==> config.mk <==
export PLATFORM = sky130hd
export DESIGN_NAME = fetch_unit
export DESIGN_NICKNAME = d
export VERILOG_FILES = /design/src/rtl/tinychip_pkg.sv /design/src/rtl/fetch_unit_branch_lut.sv /design/src/rtl/fetch_unit.sv
export SDC_FILE = /design/constraint.sdc
export NUM_CORES = 1
export LEC_CHECK = 0
export CAP_MARGIN = 30
export CORE_ASPECT_RATIO = 1.1
export CORE_UTILIZATION = 66
export DETAILED_ROUTE_END_ITERATION = 10
export GPL_ROUTABILITY_DRIVEN = 0
export PLACE_DENSITY = 0.87
export SLEW_MARGIN = 0
export SYNTH_ARGS = -nofsm -noshare
export SYNTH_HDL_FRONTEND = slang
export SYNTH_SLANG_ARGS = --single-unit
==> constraint.sdc <==
create_clock -name clk -period 25.8 [get_ports clk]
set_input_delay 5.16 -clock clk [delete_from_list [all_inputs] [get_ports clk]]
set_output_delay 5.16 -clock clk [all_outputs]
set_load 0.03 [all_outputs]
==> src/rtl/tinychip_pkg.sv <==
// tinychip_pkg
//   Shared types and constants for the fetch stage.
//   fetch_state_t      : fetch FSM state encoding (IDLE, RUN, HALTED)
//   HALT_INSTR_DEFAULT : instruction word that ends a program
package tinychip_pkg;

  typedef enum logic [1:0] {
    IDLE   = 2'd0,
    RUN    = 2'd1,
    HALTED = 2'd2
  } fetch_state_t;

  localparam logic [8:0] HALT_INSTR_DEFAULT = 9'h1FF;

endpackage

==> src/rtl/fetch_unit_branch_lut.sv <==
// branch_lut
//   DEPTH x W register file holding branch targets (or signed offsets).
//   One synchronous write port, one asynchronous read port; a read of an
//   index being written in the same cycle returns the old contents.
//   Ports:
//     clk, reset   : clock, async active-high reset (all entries -> 0)
//     we/waddr/wdata : write port
//     raddr/rdata  : combinational read port
module branch_lut #(
  parameter int DEPTH = 32,
  parameter int W     = 10,
  localparam int IDX_W = $clog2(DEPTH)
) (
  input  logic             clk,
  input  logic             reset,
  input  logic             we,
  input  logic [IDX_W-1:0] waddr,
  input  logic [W-1:0]     wdata,
  input  logic [IDX_W-1:0] raddr,
  output logic [W-1:0]     rdata
);

  logic [W-1:0] mem_q [DEPTH];
  logic [W-1:0] mem_d [DEPTH];

  always_comb begin
    for (int i = 0; i < DEPTH; i++) mem_d[i] = mem_q[i];
    if (we) mem_d[waddr] = wdata;
  end

  always_ff @(posedge clk or posedge reset) begin
    if (reset) begin
      for (int i = 0; i < DEPTH; i++) mem_q[i] <= '0;
    end else begin
      for (int i = 0; i < DEPTH; i++) mem_q[i] <= mem_d[i];
    end
  end

  assign rdata = mem_q[raddr];

endmodule

==> src/rtl/fetch_unit.sv <==
// fetch_unit
//   Instruction-fetch stage: owns the program counter, addresses the
//   instruction memory, hands the fetched word to the controller, resolves
//   taken branches through a writable LUT and flags the halt instruction.
//   Ports:
//     clk, reset          : clock, async active-high reset
//     start               : begin a run at pc=0 (honoured in IDLE/HALTED)
//     stall               : controller back-pressure, freezes pc
//     branch_taken/idx    : redirect pc through lut[branch_idx]
//     lut_we/waddr/wdata  : LUT write port (usable in any state)
//     imem_addr/imem_data : instruction memory interface (combinational read)
//     instr/instr_valid   : fetched word to the controller
//     pc, done            : current program counter, program halted
//   Build option:
//     RELATIVE_BRANCH_EN  : when defined, LUT entries are signed offsets added
//                           to pc; otherwise they are absolute targets.
//
//   state  | meaning
//   -------+------------------------------------------------------------
//   IDLE   | after reset, waiting for start; pc held, no valid instr
//   RUN    | fetching; pc advances by increment or branch unless stalled
//   HALTED | halt word seen; done=1, pc held on halt address until start
module fetch_unit
  import tinychip_pkg::*;
#(
  parameter int                 PC_W       = 10,
  parameter int                 INSTR_W    = 9,
  parameter int                 LUT_DEPTH  = 32,
  parameter logic [INSTR_W-1:0] HALT_INSTR = INSTR_W'(HALT_INSTR_DEFAULT),
  localparam int                IDX_W      = $clog2(LUT_DEPTH)
) (
  input  logic               clk,
  input  logic               reset,
  input  logic               start,
  input  logic               stall,
  input  logic               branch_taken,
  input  logic [IDX_W-1:0]   branch_idx,
  input  logic               lut_we,
  input  logic [IDX_W-1:0]   lut_waddr,
  input  logic [PC_W-1:0]    lut_wdata,
  output logic [PC_W-1:0]    imem_addr,
  input  logic [INSTR_W-1:0] imem_data,
  output logic [INSTR_W-1:0] instr,
  output logic               instr_valid,
  output logic [PC_W-1:0]    pc,
  output logic               done
);

  fetch_state_t    state_q, state_d;
  logic [PC_W-1:0] pc_q, pc_d;
  logic [PC_W-1:0] lut_rdata;
  logic [PC_W-1:0] target;

  branch_lut #(
    .DEPTH (LUT_DEPTH),
    .W     (PC_W)
  ) u_lut (
    .clk   (clk),
    .reset (reset),
    .we    (lut_we),
    .waddr (lut_waddr),
    .wdata (lut_wdata),
    .raddr (branch_idx),
    .rdata (lut_rdata)
  );

`ifdef RELATIVE_BRANCH_EN
  // Same-width two's-complement add gives the signed offset with wrap-around.
  assign target = pc_q + lut_rdata;
`else
  assign target = lut_rdata;
`endif

  always_ff @(posedge clk or posedge reset) begin
    if (reset) begin
      state_q <= IDLE;
      pc_q    <= '0;
    end else begin
      state_q <= state_d;
      pc_q    <= pc_d;
    end
  end

  // Priority in RUN: stall > halt > branch > increment.
  always_comb begin
    state_d = state_q;
    pc_d    = pc_q;
    unique case (state_q)
      IDLE, HALTED: begin
        if (start) begin
          state_d = RUN;
          pc_d    = '0;
        end
      end
      RUN: begin
        if (!stall) begin
          if (imem_data == HALT_INSTR) state_d = HALTED;
          else if (branch_taken)       pc_d    = target;
          else                         pc_d    = pc_q + PC_W'(1);
        end
      end
      default: begin
        state_d = IDLE;
        pc_d    = '0;
      end
    endcase
  end

  always_comb begin
    instr_valid = 1'b0;
    done        = 1'b0;
    unique case (state_q)
      RUN:     instr_valid = !stall;
      HALTED:  done        = 1'b1;
      default: ;
    endcase
  end

  assign imem_addr = pc_q;
  assign pc        = pc_q;
  assign instr     = imem_data;

endmodule

# Word-level counts from Yosys, hierarchy flattened
# Cells that the tools add are included.
# totals
reg_bits,332
output_inout_bits,31
# op_classes
add_sub_neg,1
n_lt_le_gt_ge,3
n_eq_ne,7
n_mux,17
bitwise_logic,2
n_reduce_logical,6
# op_table
op,count
bitwise mux 320 bit,1
2-to-1 mux 10 bit,7
binary-select mux 10 bit (select 5 bit),1
demux 10 bit (select 5 bit),1
one-hot mux 10 bit (2 select lines),1
"greater-or-equal comparator 6 bit, second input constant",2
NOT 5 -> 6 bit,2
"adder 10 x 1 -> 10 bit, second input constant",1
"equality test 9 bit, second input constant",1
"inequality test 2 bit, second input constant",4
"less-than comparator 6 x 1 -> 1 bit, second input constant",1
2-to-1 mux 2 bit,3
AND reduction 3 bit,2
one-hot mux 2 bit (2 select lines),1
"equality test 2 x 1 -> 1 bit, second input constant",1
"equality test 2 bit, second input constant",1
logical NOT 2 bit,1
2-to-1 mux 1 bit,2
OR reduction 2 bit,1
logical AND 1 bit,1
logical NOT 1 bit,1

# Depth between registers and ports, before layout
# depth
word_depth,8
mapped_depth,9
mapped_depth_nobuf,6

# Modules after synthesis
# From an unflattened synthesis, not the netlist that was laid out.
# hier_totals
hier_cells,1193
area_unflattened_um2,16149.2
# modules_own_cells
mod,n_inst,cells_each,area_each_um2,seq_area_each_um2
branch_lut,1,1085,15155.8,8007.7
fetch_unit,1,108,993.5,300.3

# Least setup slack after synthesis
# No wires, ideal clock.
# synth_timing
path_kind,in2out
start,in stall
end,out instr_valid
arrival_ps,5694
required_time_ps,20640
path_slack_ps,14946
stages,1
path_cell_list,nor3b_2
# synth_via
elab_chain_len,2
# synth_lines
item,line_no,rtl
start: declaration,fetch_unit.sv:35,"input logic stall,"
logical NOT 1 bit,fetch_unit.sv:113,RUN: instr_valid = !stall;
2-to-1 mux 1 bit,fetch_unit.sv:112,unique case (state_q)
end: declaration,fetch_unit.sv:44,"output logic instr_valid,"
# No other way between the ends.

# Worst setup path in the final report
# Same ends and word-level chain as after synthesis.

==> results.cfg <==
[placed_design]
dp.cells = 1324
dp_hpwl_um = 22400
portBuffers = 65
pre_cts_slack_ns = 13.96

[logic_synthesis]
synth.distinct_cells = 50
syn-cell-area_um2 = 15600
synth_flop_cell = dfrtp_1
ys_seq_elements = 332
synth_area_leader_cell = dfrtp_1
synth.most_common_cell = dfrtp_1
syn-num-nets = 1063
yosysSeqAreaShare = 0.533
synth-edff-count = 0
ys_async_sr_fraction = 1.00
ys.warnings.count = 0
synth_area_leaders = dfrtp_1 (53%), mux2_2 (23%), mux4_2 (11%)
avgSynthCellArea_um2 = 15.2
synth_commonest_cells = dfrtp_1 (332), mux2_2 (325), mux4_2 (77)
synth.top_cell.area_share = 0.533
syn_inst = 1027

[floorplan]
die_height_um = 163
die_w_um = 148
placementRows = 58
die_area_um2 = 24200
core_um2 = 23000
start_util = 0.677
io_pins = 66

[critical_path]
critPathLaunchType = input pin
critPathArrivalTime_ns = 6.72
cp_cell_sequence = clkdlybuf4s50_1 > nor3b_2 > clkdlybuf4s50_1
crit_fanout = 4
crit_required_ns = 20.64
slowest_stage = clkdlybuf4s50_1
path_class = input pin to primary output
slowest_delay_ns = 0.74
path_common_cell = clkdlybuf4s50_1
worstSetupEndpointType = primary output

[sta]
tns_ns = 0
hold_viol = 0
worst_pin_slew_ns = 1.09
fmax_mhz = 84.2
slew_headroom = 0.275
fin_worst_skew_ns = 0.00930
grt_setup_unrepaired = false
final-setup-viol-count = 0
timing.final.crit_period_ns = 11.88
fin_crit_sh = 0.460
drv_slew = 0
fin_ws_ns = 13.92

[clock_network]
ctsResizeCount = 0
post_cts_buffers = 0
cts_tree = done
clk_pin_slew_ns = 0.06
clock_latency_ns = 0.51
clk_path_buf_depth = 3
root_buffer = clkbuf_16
ctsHoldBuffers = 0
cts_made_buffers = 35
htreeDepth = 2
cts_sinks = 332

[global_route]
antenna_found_initial = 0
grt_pass1_wl_um = 56900
track_usage = 0.316
grt_overflow_total = 0
grt_pass1_vias = 9710
grt_max_degree = 118

[outcome]
status = finished clean

[layout]
num_antenna_cells = 0
stdcell_count = 1383
nFillCells = 1303
fin_nets = 1097
multi_input_area_um2 = 6760
syn_to_final_growth_pct = 12.2
regArea_um2 = 8310
drive_gt1_frac = 0.466
fin_util = 0.760

[pwr]
power_density_nw_per_um2 = 83.0
power.leakage_nw = 7.69
irDropWorstVdd_mv = 0.0504

[detailed_routing]
vias = 9217
drt_iter0_markers = 787
drc = 0
antenna_left = 0
wire_per_inst_um = 26.2
first_pass_iters = 5
drt-vias-per-instance = 6.66
totalWireLength_um = 36200

[worst_hold_path]
min-delay-path-class = flop to flop

[flow_run]
maxCapViolCount = 0
==> final timing paths <==
kind	from	endpoint	slack [ns]	cells past startpoint
min in group asynchronous	reset	u_lut.mem_q[300]	5.21	2
max reg2reg	u_lut.mem_q[306]	imem_addr[6]	23.66	5
min	u_lut.mem_q[316]	u_lut.mem_q[316]	0.50	1
max in group asynchronous	reset	u_lut.mem_q[305]	19.11	3
min reg2reg	u_lut.mem_q[316]	u_lut.mem_q[316]	0.50	1
max	stall	instr_valid	13.92	3
==> power by group <==
group	switching, mW	internal [mW]	leakage, nW
logic	0.118	0.153	2.88
clock network	0.199	0.299	0.564
registers	0.0578	0.623	4.25
==> state kept, by name, indices dropped and copies added, names as in the netlist <==
name,cells
u_lut.mem_q,320
state_q,2
imem_addr,10
==> area by class of cell <==
cell class,count,share of cell area
Tap cell,300,0.0215
Timing Repair Buffer,85,0.0485
Sequential cell,332,0.475
Inverter,8,0.00215
Clock buffer,52,0.0619
Multi-Input combinational cell,599,0.387
Clock inverter,7,0.00372
==> routing by layer <==
metal	global-route usage	part of all wire	up-vias
met2	0.498	0.49	390
li1	-	-	3883
met1	0.434	0.40	4860
met4	0.128	0.036	0
met3	0.0631	0.074	84
met5	0	0	-
==> metrics by stage <==
step	hold slack, ns	power, mW	area [um^2]
2_1_floorplan	0.453	0.876	15600
3_3_place_gp	0.464	0.935	16200
3_5_place_dp	0.474	0.955	16300
4_1_cts	0.501	1.45	17500
5_1_grt	0.504	1.50	17500
6_report	0.502	1.45	17500
==> placed cells by master (no fill, tap or decap), drive strengths merged, types with 4 or more instances in the layout <==
cell,n
mux2,326
nand3,19
o311ai,6
clkbuf,52
nand2,33
nor2b,11
o211ai,7
a21oi,6
inv,7
a31oi,6
clkdlybuf4s50,61
nor2,25
o21ai,8
a22oi,6
mux2i,20
or3,4
mux4,81
buf,24
dfrtp,332
clkinv,5
nor3b,5
nand3b,6
==> worst max-delay path, delay by kind of cell <==
family	cells	cell delay, ns
buffers and inverters	2	1.20
AND/OR/NAND/NOR	1	0.36
==> cells by family after synthesis <==
family	share of synthesized area
multiplexers	0.367
flip-flops	0.533
AND/OR/NAND/NOR	0.0415
buffers and inverters	0.0333
AO/OA/AOI/OAI	0.0239
XOR/XNOR	0.000562
adder cells (fa/ha/maj)	0.000803
(Power assumes the default switching activity.)
